### config.mk
export PLATFORM = sky130hd
export DESIGN_NAME = usr_input_debounce_flat
export DESIGN_NICKNAME = d
export VERILOG_FILES = /design/src/rtl/usr_input_pkg.sv /design/src/rtl/usr_input_debounce_if.sv /design/src/rtl/usr_input_db_channel.sv /design/src/rtl/usr_input_debounce.sv /design/src/flat_wrapper.sv
export SDC_FILE = /design/constraint.sdc
export NUM_CORES = 1
export LEC_CHECK = 0
export BUFFER_PORTS_ARGS = -buffer_cell sky130_fd_sc_hd__buf_2
export CORE_UTILIZATION = 40
export CTS_CLUSTER_SIZE = 14
export DETAILED_ROUTE_END_ITERATION = 10
export PLACE_DENSITY_LB_ADDON = 0.05
export SLEW_MARGIN = 20
export SYNTH_ARGS = -nofsm -noshare
export SYNTH_HDL_FRONTEND = slang
export SYNTH_SLANG_ARGS = --single-unit
export TNS_END_PERCENT = 100
### constraint.sdc
create_clock -name fpga_clk_50 -period 5.3 [get_ports fpga_clk_50]
set_input_delay 0.265 -clock fpga_clk_50 [delete_from_list [all_inputs] [get_ports fpga_clk_50]]
set_output_delay 0.265 -clock fpga_clk_50 [all_outputs]
set_load 0.02 [all_outputs]
### src/rtl/usr_input_pkg.sv
// Shared types and constants for the user key/switch debouncer.
package usr_input_pkg;

  localparam int unsigned NUM_KEYS = 3;
  localparam int unsigned NUM_SWS  = 3;

  // 20 ms and 1 s at 50 MHz
  localparam int unsigned DEFAULT_DEBOUNCE_CYCLES   = 1_000_000;
  localparam int unsigned DEFAULT_LONG_PRESS_CYCLES = 50_000_000;

  typedef enum logic [1:0] {
    STABLE_LO = 2'd0,
    WAIT_HI   = 2'd1,
    STABLE_HI = 2'd2,
    WAIT_LO   = 2'd3
  } db_state_e;

  // One counter width covers both the stability and the hold counters.
  function automatic int unsigned cnt_width(input int unsigned long_cycles);
    return $clog2(long_cycles + 1);
  endfunction

endpackage

### src/rtl/usr_input_debounce_if.sv
// Raw key/switch inputs and debounced levels/events of the user input block.
interface usr_input_debounce_if;
  import usr_input_pkg::*;

  logic [NUM_KEYS-1:0] usr_key_i;
  logic [NUM_SWS-1:0]  usr_sw_i;
  logic [NUM_KEYS-1:0] key_level_o;
  logic [NUM_KEYS-1:0] key_press_o;
  logic [NUM_KEYS-1:0] key_release_o;
  logic [NUM_KEYS-1:0] key_long_o;
  logic [NUM_SWS-1:0]  sw_level_o;
  logic [NUM_SWS-1:0]  sw_change_o;

  modport slave (
    input  usr_key_i, usr_sw_i,
    output key_level_o, key_press_o, key_release_o, key_long_o,
           sw_level_o, sw_change_o
  );

  modport master (
    output usr_key_i, usr_sw_i,
    input  key_level_o, key_press_o, key_release_o, key_long_o,
           sw_level_o, sw_change_o
  );

endinterface

### src/rtl/usr_input_db_channel.sv
// One debounce channel: 2-flop synchronizer, optional inversion, 4-state
// stability FSM with registered level and rise/fall pulses.
module usr_input_db_channel
  import usr_input_pkg::*;
#(
  parameter int unsigned DEBOUNCE_CYCLES = DEFAULT_DEBOUNCE_CYCLES,
  parameter int unsigned CNT_W           = 20,
  parameter bit          ACTIVE_LOW      = 1'b0
) (
  input  logic clk,
  input  logic rst,
  input  logic raw_i,
  output logic level_o,
  output logic rise_o,
  output logic fall_o
);

  localparam logic [CNT_W-1:0] DB_MAX = CNT_W'(DEBOUNCE_CYCLES);

  logic [1:0]       sync_q;
  logic             sample_c;
  db_state_e        state_q, state_d;
  logic [CNT_W-1:0] cnt_q, cnt_d;
  logic             level_d, rise_d, fall_d;

  // Synchronizer resets to the idle pin level (released key / switch off).
  always_ff @(posedge clk) begin
    if (rst) sync_q <= {2{ACTIVE_LOW}};
    else     sync_q <= {sync_q[0], raw_i};
  end

  assign sample_c = sync_q[1] ^ ACTIVE_LOW;

  always_ff @(posedge clk) begin
    if (rst) begin
      state_q <= STABLE_LO;
      cnt_q   <= '0;
      level_o <= 1'b0;
      rise_o  <= 1'b0;
      fall_o  <= 1'b0;
    end else begin
      state_q <= state_d;
      cnt_q   <= cnt_d;
      level_o <= level_d;
      rise_o  <= rise_d;
      fall_o  <= fall_d;
    end
  end

  // A change is accepted only after the counter has reached DB_MAX and one
  // more matching sample arrives; any mismatching sample drops it.
  always_comb begin
    state_d = state_q;
    cnt_d   = cnt_q;
    level_d = level_o;
    rise_d  = 1'b0;
    fall_d  = 1'b0;
    case (state_q)
      STABLE_LO: begin
        if (sample_c) begin
          state_d = WAIT_HI;
          cnt_d   = CNT_W'(1);
        end
      end
      WAIT_HI: begin
        if (!sample_c) begin
          state_d = STABLE_LO;
          cnt_d   = '0;
        end else if (cnt_q >= DB_MAX) begin
          state_d = STABLE_HI;
          cnt_d   = '0;
          level_d = 1'b1;
          rise_d  = 1'b1;
        end else begin
          cnt_d = cnt_q + CNT_W'(1);
        end
      end
      STABLE_HI: begin
        if (!sample_c) begin
          state_d = WAIT_LO;
          cnt_d   = CNT_W'(1);
        end
      end
      WAIT_LO: begin
        if (sample_c) begin
          state_d = STABLE_HI;
          cnt_d   = '0;
        end else if (cnt_q >= DB_MAX) begin
          state_d = STABLE_LO;
          cnt_d   = '0;
          level_d = 1'b0;
          fall_d  = 1'b1;
        end else begin
          cnt_d = cnt_q + CNT_W'(1);
        end
      end
      default: begin
        state_d = STABLE_LO;
        cnt_d   = '0;
      end
    endcase
  end

endmodule

### src/rtl/usr_input_debounce.sv
// Debouncer for 3 active-low keys and 3 switches with press/release/change
// pulses; long-press detection is built only with USR_INPUT_LONG_PRESS_EN.
module usr_input_debounce
  import usr_input_pkg::*;
#(
  parameter int unsigned DEBOUNCE_CYCLES   = DEFAULT_DEBOUNCE_CYCLES,
  parameter int unsigned LONG_PRESS_CYCLES = DEFAULT_LONG_PRESS_CYCLES
) (
  input  logic                 fpga_clk_50,
  input  logic                 fpga_rst,
  usr_input_debounce_if.slave  io
);

  localparam int unsigned CNT_W = cnt_width(LONG_PRESS_CYCLES);

  logic [NUM_KEYS-1:0] key_level, key_rise, key_fall;
  logic [NUM_SWS-1:0]  sw_level, sw_rise, sw_fall;

  for (genvar i = 0; i < NUM_KEYS; i++) begin : g_key
    usr_input_db_channel #(
      .DEBOUNCE_CYCLES (DEBOUNCE_CYCLES),
      .CNT_W           (CNT_W),
      .ACTIVE_LOW      (1'b1)
    ) u_ch (
      .clk     (fpga_clk_50),
      .rst     (fpga_rst),
      .raw_i   (io.usr_key_i[i]),
      .level_o (key_level[i]),
      .rise_o  (key_rise[i]),
      .fall_o  (key_fall[i])
    );
  end

  for (genvar i = 0; i < NUM_SWS; i++) begin : g_sw
    usr_input_db_channel #(
      .DEBOUNCE_CYCLES (DEBOUNCE_CYCLES),
      .CNT_W           (CNT_W),
      .ACTIVE_LOW      (1'b0)
    ) u_ch (
      .clk     (fpga_clk_50),
      .rst     (fpga_rst),
      .raw_i   (io.usr_sw_i[i]),
      .level_o (sw_level[i]),
      .rise_o  (sw_rise[i]),
      .fall_o  (sw_fall[i])
    );
  end

  assign io.key_level_o   = key_level;
  assign io.key_press_o   = key_rise;
  assign io.key_release_o = key_fall;
  assign io.sw_level_o    = sw_level;
  assign io.sw_change_o   = sw_rise | sw_fall;

`ifdef USR_INPUT_LONG_PRESS_EN
  localparam logic [CNT_W-1:0] LONG_MAX  = CNT_W'(LONG_PRESS_CYCLES);
  localparam logic [CNT_W-1:0] LONG_LAST = CNT_W'(LONG_PRESS_CYCLES - 1);

  logic [CNT_W-1:0]    hold_q [NUM_KEYS];
  logic [NUM_KEYS-1:0] long_q;

  // Hold counter runs while the debounced key is down and saturates, so the
  // long-press pulse fires once per press.
  always_ff @(posedge fpga_clk_50) begin
    if (fpga_rst) begin
      for (int unsigned i = 0; i < NUM_KEYS; i++) hold_q[i] <= '0;
      long_q <= '0;
    end else begin
      for (int unsigned i = 0; i < NUM_KEYS; i++) begin
        if (!key_level[i])             hold_q[i] <= '0;
        else if (hold_q[i] != LONG_MAX) hold_q[i] <= hold_q[i] + CNT_W'(1);
        long_q[i] <= key_level[i] && (hold_q[i] == LONG_LAST);
      end
    end
  end

  assign io.key_long_o = long_q;
`else
  assign io.key_long_o = '0;
`endif

endmodule

### src/flat_wrapper.sv
// flat-port wrapper written by rule: the top's interface ports become plain ports
module usr_input_debounce_flat import usr_input_pkg::*;
#(
  parameter int unsigned DEBOUNCE_CYCLES   = DEFAULT_DEBOUNCE_CYCLES,
  parameter int unsigned LONG_PRESS_CYCLES = DEFAULT_LONG_PRESS_CYCLES
)
  (fpga_clk_50, fpga_rst, io_usr_key_i, io_usr_sw_i, io_key_level_o, io_key_press_o, io_key_release_o, io_key_long_o, io_sw_level_o, io_sw_change_o);
  usr_input_debounce_if io_i ();
  input  logic fpga_clk_50;
  input  logic fpga_rst;
  input wire logic [$bits(io_i.usr_key_i)-1:0] io_usr_key_i;
  input wire logic [$bits(io_i.usr_sw_i)-1:0] io_usr_sw_i;
  output wire logic [$bits(io_i.key_level_o)-1:0] io_key_level_o;
  output wire logic [$bits(io_i.key_press_o)-1:0] io_key_press_o;
  output wire logic [$bits(io_i.key_release_o)-1:0] io_key_release_o;
  output wire logic [$bits(io_i.key_long_o)-1:0] io_key_long_o;
  output wire logic [$bits(io_i.sw_level_o)-1:0] io_sw_level_o;
  output wire logic [$bits(io_i.sw_change_o)-1:0] io_sw_change_o;
  assign io_i.usr_key_i = io_usr_key_i;
  assign io_i.usr_sw_i = io_usr_sw_i;
  assign io_key_level_o = io_i.key_level_o;
  assign io_key_press_o = io_i.key_press_o;
  assign io_key_release_o = io_i.key_release_o;
  assign io_key_long_o = io_i.key_long_o;
  assign io_sw_level_o = io_i.sw_level_o;
  assign io_sw_change_o = io_i.sw_change_o;
  usr_input_debounce #(.DEBOUNCE_CYCLES(DEBOUNCE_CYCLES), .LONG_PRESS_CYCLES(LONG_PRESS_CYCLES)) u_core (.fpga_clk_50(fpga_clk_50), .fpga_rst(fpga_rst), .io(io_i));
endmodule
== Word-level counts from Yosys, hierarchy flattened ==
Cells that the tools add are included.
Cells by class
  bitwise gates (word level): 19
  $lt $le $gt $ge: 6
  muxes and demuxes: 114
  add/subtract/negate cells: 6
  reduce and logical (&&, ||, !) cells: 42
  eq/ne operators: 66
Operator list (count)
  $mux 26: 30
  $pmux 26 s4: 6
  $add 26x1->26 const B: 6
  $ge 26x20->1 const B: 6
  $mux 2: 36
  $ne 2x2->1 const B: 36
  $pmux 2 s4: 6
  $ne 3x3->1 const B: 12
  $reduce_or 3->1: 12
  $mux 1: 30
  $reduce_and 5->1: 6
  $eq 2x2->1 const B: 12
  $reduce_and 4->1: 6
  $not 1->1: 18
  $eq 2x1->1 const B: 6
  $logic_not 2->1: 6
  $pmux 1 s2: 6
  $reduce_and 2->1: 6
  $reduce_bool 2->1: 6
  $or 3x3->3: 1
Word-level totals
  logic and storage cells: 289
  register bits: 198
  output and inout port bits: 18
  bits of input ports: 8

== Logic depth before layout (Yosys ltp) ==
  depth in word-level cells: 4
  mapped depth: 7
  mapped depth without buffers: 6

== Cells and area by module ==
A second synthesis with hierarchy kept.
Unflattened totals
  cells, all modules: 1105
  area, all modules: 9600.5 µm²
Modules (own cells, without submodules)
  usr_input_db_channel (u_core.g_sw[0].u_ch ...): times used 2, area each 1579.0 µm², cells each 183, seq. area each 660.6 µm²
  usr_input_db_channel (u_core.g_key[1].u_ch ...): times used 2, area each 1575.3 µm², cells each 178, seq. area each 660.6 µm²
  usr_input_db_channel (u_core.g_key[0].u_ch): times used 1, area each 1654.1 µm², cells each 188, seq. area each 660.6 µm²
  usr_input_db_channel (u_core.g_sw[2].u_ch): times used 1, area each 1592.8 µm², cells each 188, seq. area each 660.6 µm²
  usr_input_debounce: times used 1, area each 45.0 µm², cells each 7, seq. area each 0.0 µm²

== Worst setup path before layout ==
OpenSTA, ideal clock, no wires.
  path kind: register -> register
  from: register u_core.g_key[1].u_ch.cnt_q[6]
  to: register u_core.g_key[1].u_ch.cnt_q[18]
  cell stages (with the launch flop): 8
  required time: 5.238 ns
  setup slack: 3.349 ns
  library setup time: 0.062 ns
  period minus slack after synthesis: 1.951 ns
  buffers on the path: 2
  arrival time: 1.889 ns
  cell sequence: dfxtp_1 > buf_4 > o31ai_4 > a311oi_2 > or3_1 > buf_2 > or4_1 > nand3_1
On the way
  longest elaborated chain between the ends: 4
  elaborated cells between the ends (all ways): 6
  classes of those cells: add/sub: 1; order compare: 1; mux: 4
Ends and longest elaborated chain
  start: declaration: RTL line usr_input_db_channel.sv:23  | logic [CNT_W-1:0] cnt_q, cnt_d;
  start signal: assignment: RTL line usr_input_db_channel.sv:43  | cnt_q <= cnt_d;
  $add 26x1->26 / $ge 26x20->1 (equally long branches)
  $mux 26 *: RTL line usr_input_db_channel.sv:69, usr_input_db_channel.sv:88
  $mux 26, on equally long branches: RTL line usr_input_db_channel.sv:85, usr_input_db_channel.sv:66
  $pmux 26 s4 *: RTL line usr_input_db_channel.sv:58  | case (state_q)
Mark *: on every way between the ends. The rest lies on a longest branch, timed or not.
A chain may end at the register's enable or synchronous reset.

== Final worst setup path ==
  from: register u_core.g_sw[2].u_ch.cnt_q[11]
  to: register u_core.g_sw[2].u_ch.cnt_q[7]
On the way
  longest elaborated chain between the ends: 4
  elaborated cells between the ends (all ways): 5
  classes of those cells: order compare: 1; mux: 4
Ends and longest elaborated chain (RTL line)
  start: declaration: usr_input_db_channel.sv:23
  start signal: assignment: usr_input_db_channel.sv:43
  $ge 26x20->1 *: usr_input_db_channel.sv:69, usr_input_db_channel.sv:88
  $mux 26 *: usr_input_db_channel.sv:69, usr_input_db_channel.sv:88
  $mux 26, on equally long branches: usr_input_db_channel.sv:85, usr_input_db_channel.sv:66
  $pmux 26 s4 *: usr_input_db_channel.sv:58
Marks and branches as above.

==> run summary <==
Outcome - completed
Worst path slowest cell - nor3_2
Cell Rows - 55
Longest Clk Path Bufs - 2
Register share of total power - 0.523
CTS buffer count - 17
Post-DP HPWL - 13.4 mm
Critical path peak fanout - 16
Clock power frac - 0.441
Root Driver - clkbuf_16
Vert. Die Dim - 153 um
Vias in the first global route - 6907
Syn avg cell area - 8.51 sq um
Initial Util - 0.406
Most used DFF post-synth - dfxtp_1
Max Clk Rate - 0.406 GHz
Reg2Reg Depth - 5
Total core area - 22600 sq um
GPL Wtd Cong - 0.789
Clk pin slew, worst setup/hold paths - 0.08 ns
Most common cell after layout, fill and taps aside - dfxtp_1
RSZ-0062 raised after global routing - no
Fin crit period - 2.46 ns
Final net count - 1101
Max incr delay on CP - 0.81 ns
Final Slew Violations - 0
Iter 0 DRT Violations - 427
Setup Fix Bufs, Post-CTS - 0
Port bufs - 22
I/O pin count - 26
Setup TNS - 0 ns
Die area - 23500 sq um
Netlist Area Pre-Place - 9160 sq um
Post-route DRC - 0
Fin. Hold Viols - 0
Seq cells post-synth - 198
CP Capture Type - flip-flop
N_diodes - 0
EDFF count, synth - 0
FFs w/ async S/R, synth - 0
Slew @ Worst Pin - 0.949 ns
Worst path required time - 5.67 ns
Type of origin of the critical path - flip-flop
Synth warn - 0
CTS tree - done
Worst path arrival time - 2.83 ns
Setup CP Type - reg -> reg
Post-route ant nets - 0
Post-Syn Instances - 1077
Initial antenna violation count - 0
Post-Place Worst Slack - 2.86 ns
PD cells - 288 nW/um^2
Grt total ovfl - 0
P&R area growth vs syn - 9.83%
Max_cap viols - 0
Combinational Power Share - 0.036
Layout cells sized above 1 - 0.0859
GRT Overall Usage - 0.178
Switching pwr - 0.729 mW
Via count - 7567
Pleak - 3.68 nW
Hold-critical path depth - 2
Final WL - 19.9 mm
Sink Count - 198
Power Total - 2.89 mW
Slew HR - 0.365
Final worst-path setup slack - 2.84 ns
VDD IR-drop max - 0.158 mV
1st-pass router iterations - 5
Crit-path cells - nor4_1 > a311oi_2 > nor3_2 > o21ai_0 > a31oi_1
# setup viols final - 0
Switching Fraction - 0.252
Largest net degree at the start of global routing - 45
Most frequent cells in the layout - dfxtp_1, nand2_1, nor2_1
Min-Delay Path Class - in -> reg
Layout Skew - 0.0126 ns
Sequential element share of the synthesized area - 0.433
Die W - 153 um
Max H-tree Level - 4
Worst skew pair latency - 0.43 ns
Vias/cell - 5.49
Part of the cycle the worst path needs - 0.465
P_int - 2.16 mW
Distinct cells, synth - 63
First-pass GRT wire length - 34.5 mm
Wire per inst - 14.5 um
cell families after synthesis:
family | count (synthesis) | share of synthesized area
fa+ha+maj | 12 | 0.0164
simple gates | 509 | 0.295
buf+inv | 84 | 0.0421
flops | 198 | 0.433
xor+xnor | 41 | 0.0392
mux | 9 | 0.00984
other cells | 1 | 0.000409
compound gates | 223 | 0.165
critical path: cells and delay by family (launching register included):
kind / cells / cell delay (ns)
AO/OA/AOI/OAI: 3 / 0.68
AND/OR/NAND/NOR: 2 / 1.37
flip-flops: 1 / 0.36
sequential cells by signal, indices dropped and copies added (netlist names), named ones only:
name and cells:
u_core.g_key.u_ch.fall_o 3, u_core.g_key.u_ch.cnt_q 78, u_core.g_sw.u_ch.rise_o 3, u_core.g_sw.u_ch.level_o 3, u_core.g_key.u_ch.rise_o 3, u_core.g_key.u_ch.sync_q 6
u_core.g_key.u_ch.level_o 3, u_core.g_sw.u_ch.sync_q 6, u_core.g_sw.u_ch.cnt_q 78, u_core.g_key.u_ch.state_q 3, u_core.g_sw.u_ch.state_q 3, u_core.g_sw.u_ch.fall_o 3
metal layers:
layer  GRT usage  vias up  wire length, um
met4      0.0577        0              174
li1            -     3946                -
met5           0        -                0
met3      0.0292        8              601
met1       0.264     3503            10900
met2       0.258      110             8300
through the flow:
stage	utilization	hold slack [ns]	cell area, sq um	instances
final	0.446	0.0460	10100	1379
after global routing	0.446	0.0407	10100	1379
after CTS	0.445	0.0283	10100	1379
after detailed placement	0.419	0.394	9450	1345
after global placement	0.419	0.391	9450	1345
after floorplan	-	0.369	9170	1079
worst paths after layout:
check / start / to / slack (ns)
worst max-delay path: u_core.g_sw[2].u_ch.cnt_q[11]$_SDFFE_PP0P_ / u_core.g_sw[2].u_ch.cnt_q[7]$_SDFFE_PP0P_ / 2.84
worst min-delay path: io_usr_sw_i[0] / u_core.g_sw[0].u_ch.sync_q[0]$_SDFF_PP0_ / 0.05
worst max register to register: u_core.g_sw[2].u_ch.cnt_q[11]$_SDFFE_PP0P_ / u_core.g_sw[2].u_ch.cnt_q[7]$_SDFFE_PP0P_ / 2.84
worst min register to register: u_core.g_key[1].u_ch.sync_q[0]$_SDFF_PP1_ / u_core.g_key[1].u_ch.sync_q[1]$_SDFF_PP1_ / 0.41
layout make-up:
class | instances | area, sq um
Clock buffer | 17 | 425
Clock inverter | 15 | 155
Fill cell | 2246 | 12500
Inverter | 34 | 128
Multi-Input combinational cell | 797 | 4830
Sequential cell | 198 | 3960
Tap cell | 285 | 357
Timing Repair Buffer | 33 | 200
cells in the mapped netlist (4+ instances only):
master	n	area share
or3_1	12	0.0082
a221o_1	4	0.0044
a22o_1	10	0.0096
a21oi_1	54	0.030
o21a_1	7	0.0057
clkbuf_1	24	0.0098
nor3_1	34	0.019
a31oi_1	36	0.025
a41oi_1	4	0.0038
a22oi_1	6	0.0049
o211a_1	6	0.0066
buf_2	5	0.0027
a21o_1	4	0.0033
and4_1	18	0.017
a211oi_1	12	0.0098
mux2i_1	9	0.0098
a311o_1	7	0.0076
nor4_1	25	0.017
buf_1	4	0.0016
dfxtp_1	198	0.43
xnor2_1	19	0.018
and3_1	39	0.027
o21ai_0	44	0.024
nand3b_1	8	0.0066
inv_1	34	0.014
nand4_1	39	0.027
o31ai_1	5	0.0041
and2_1	23	0.016
nor2b_1	11	0.0075
a221oi_1	4	0.0038
nand2b_1	8	0.0055
nand3_1	58	0.032
or2_2	16	0.011
xor2_1	22	0.021
nor2_1	85	0.035
nor4b_1	5	0.0048
ha_1	12	0.016
buf_4	17	0.014
nand2_1	112	0.046
power by group through the flow:
stage	logic, mW	registers (mW)	clock network, mW
finish	0.104	1.51	1.28
global route	0.116	1.52	1.38
CTS	0.106	1.51	1.32
detailed placement	0.104	1.55	0
global placement	0.105	1.55	0
floorplan	0.0785	1.54	0
what timing repair did:
item / CTS / global route
gates resized for setup: 0 / 0
hold buffers: 2 / 0
hold endpoints to repair: 2 / 0
Note: power is estimated with default switching activity, not from simulation.
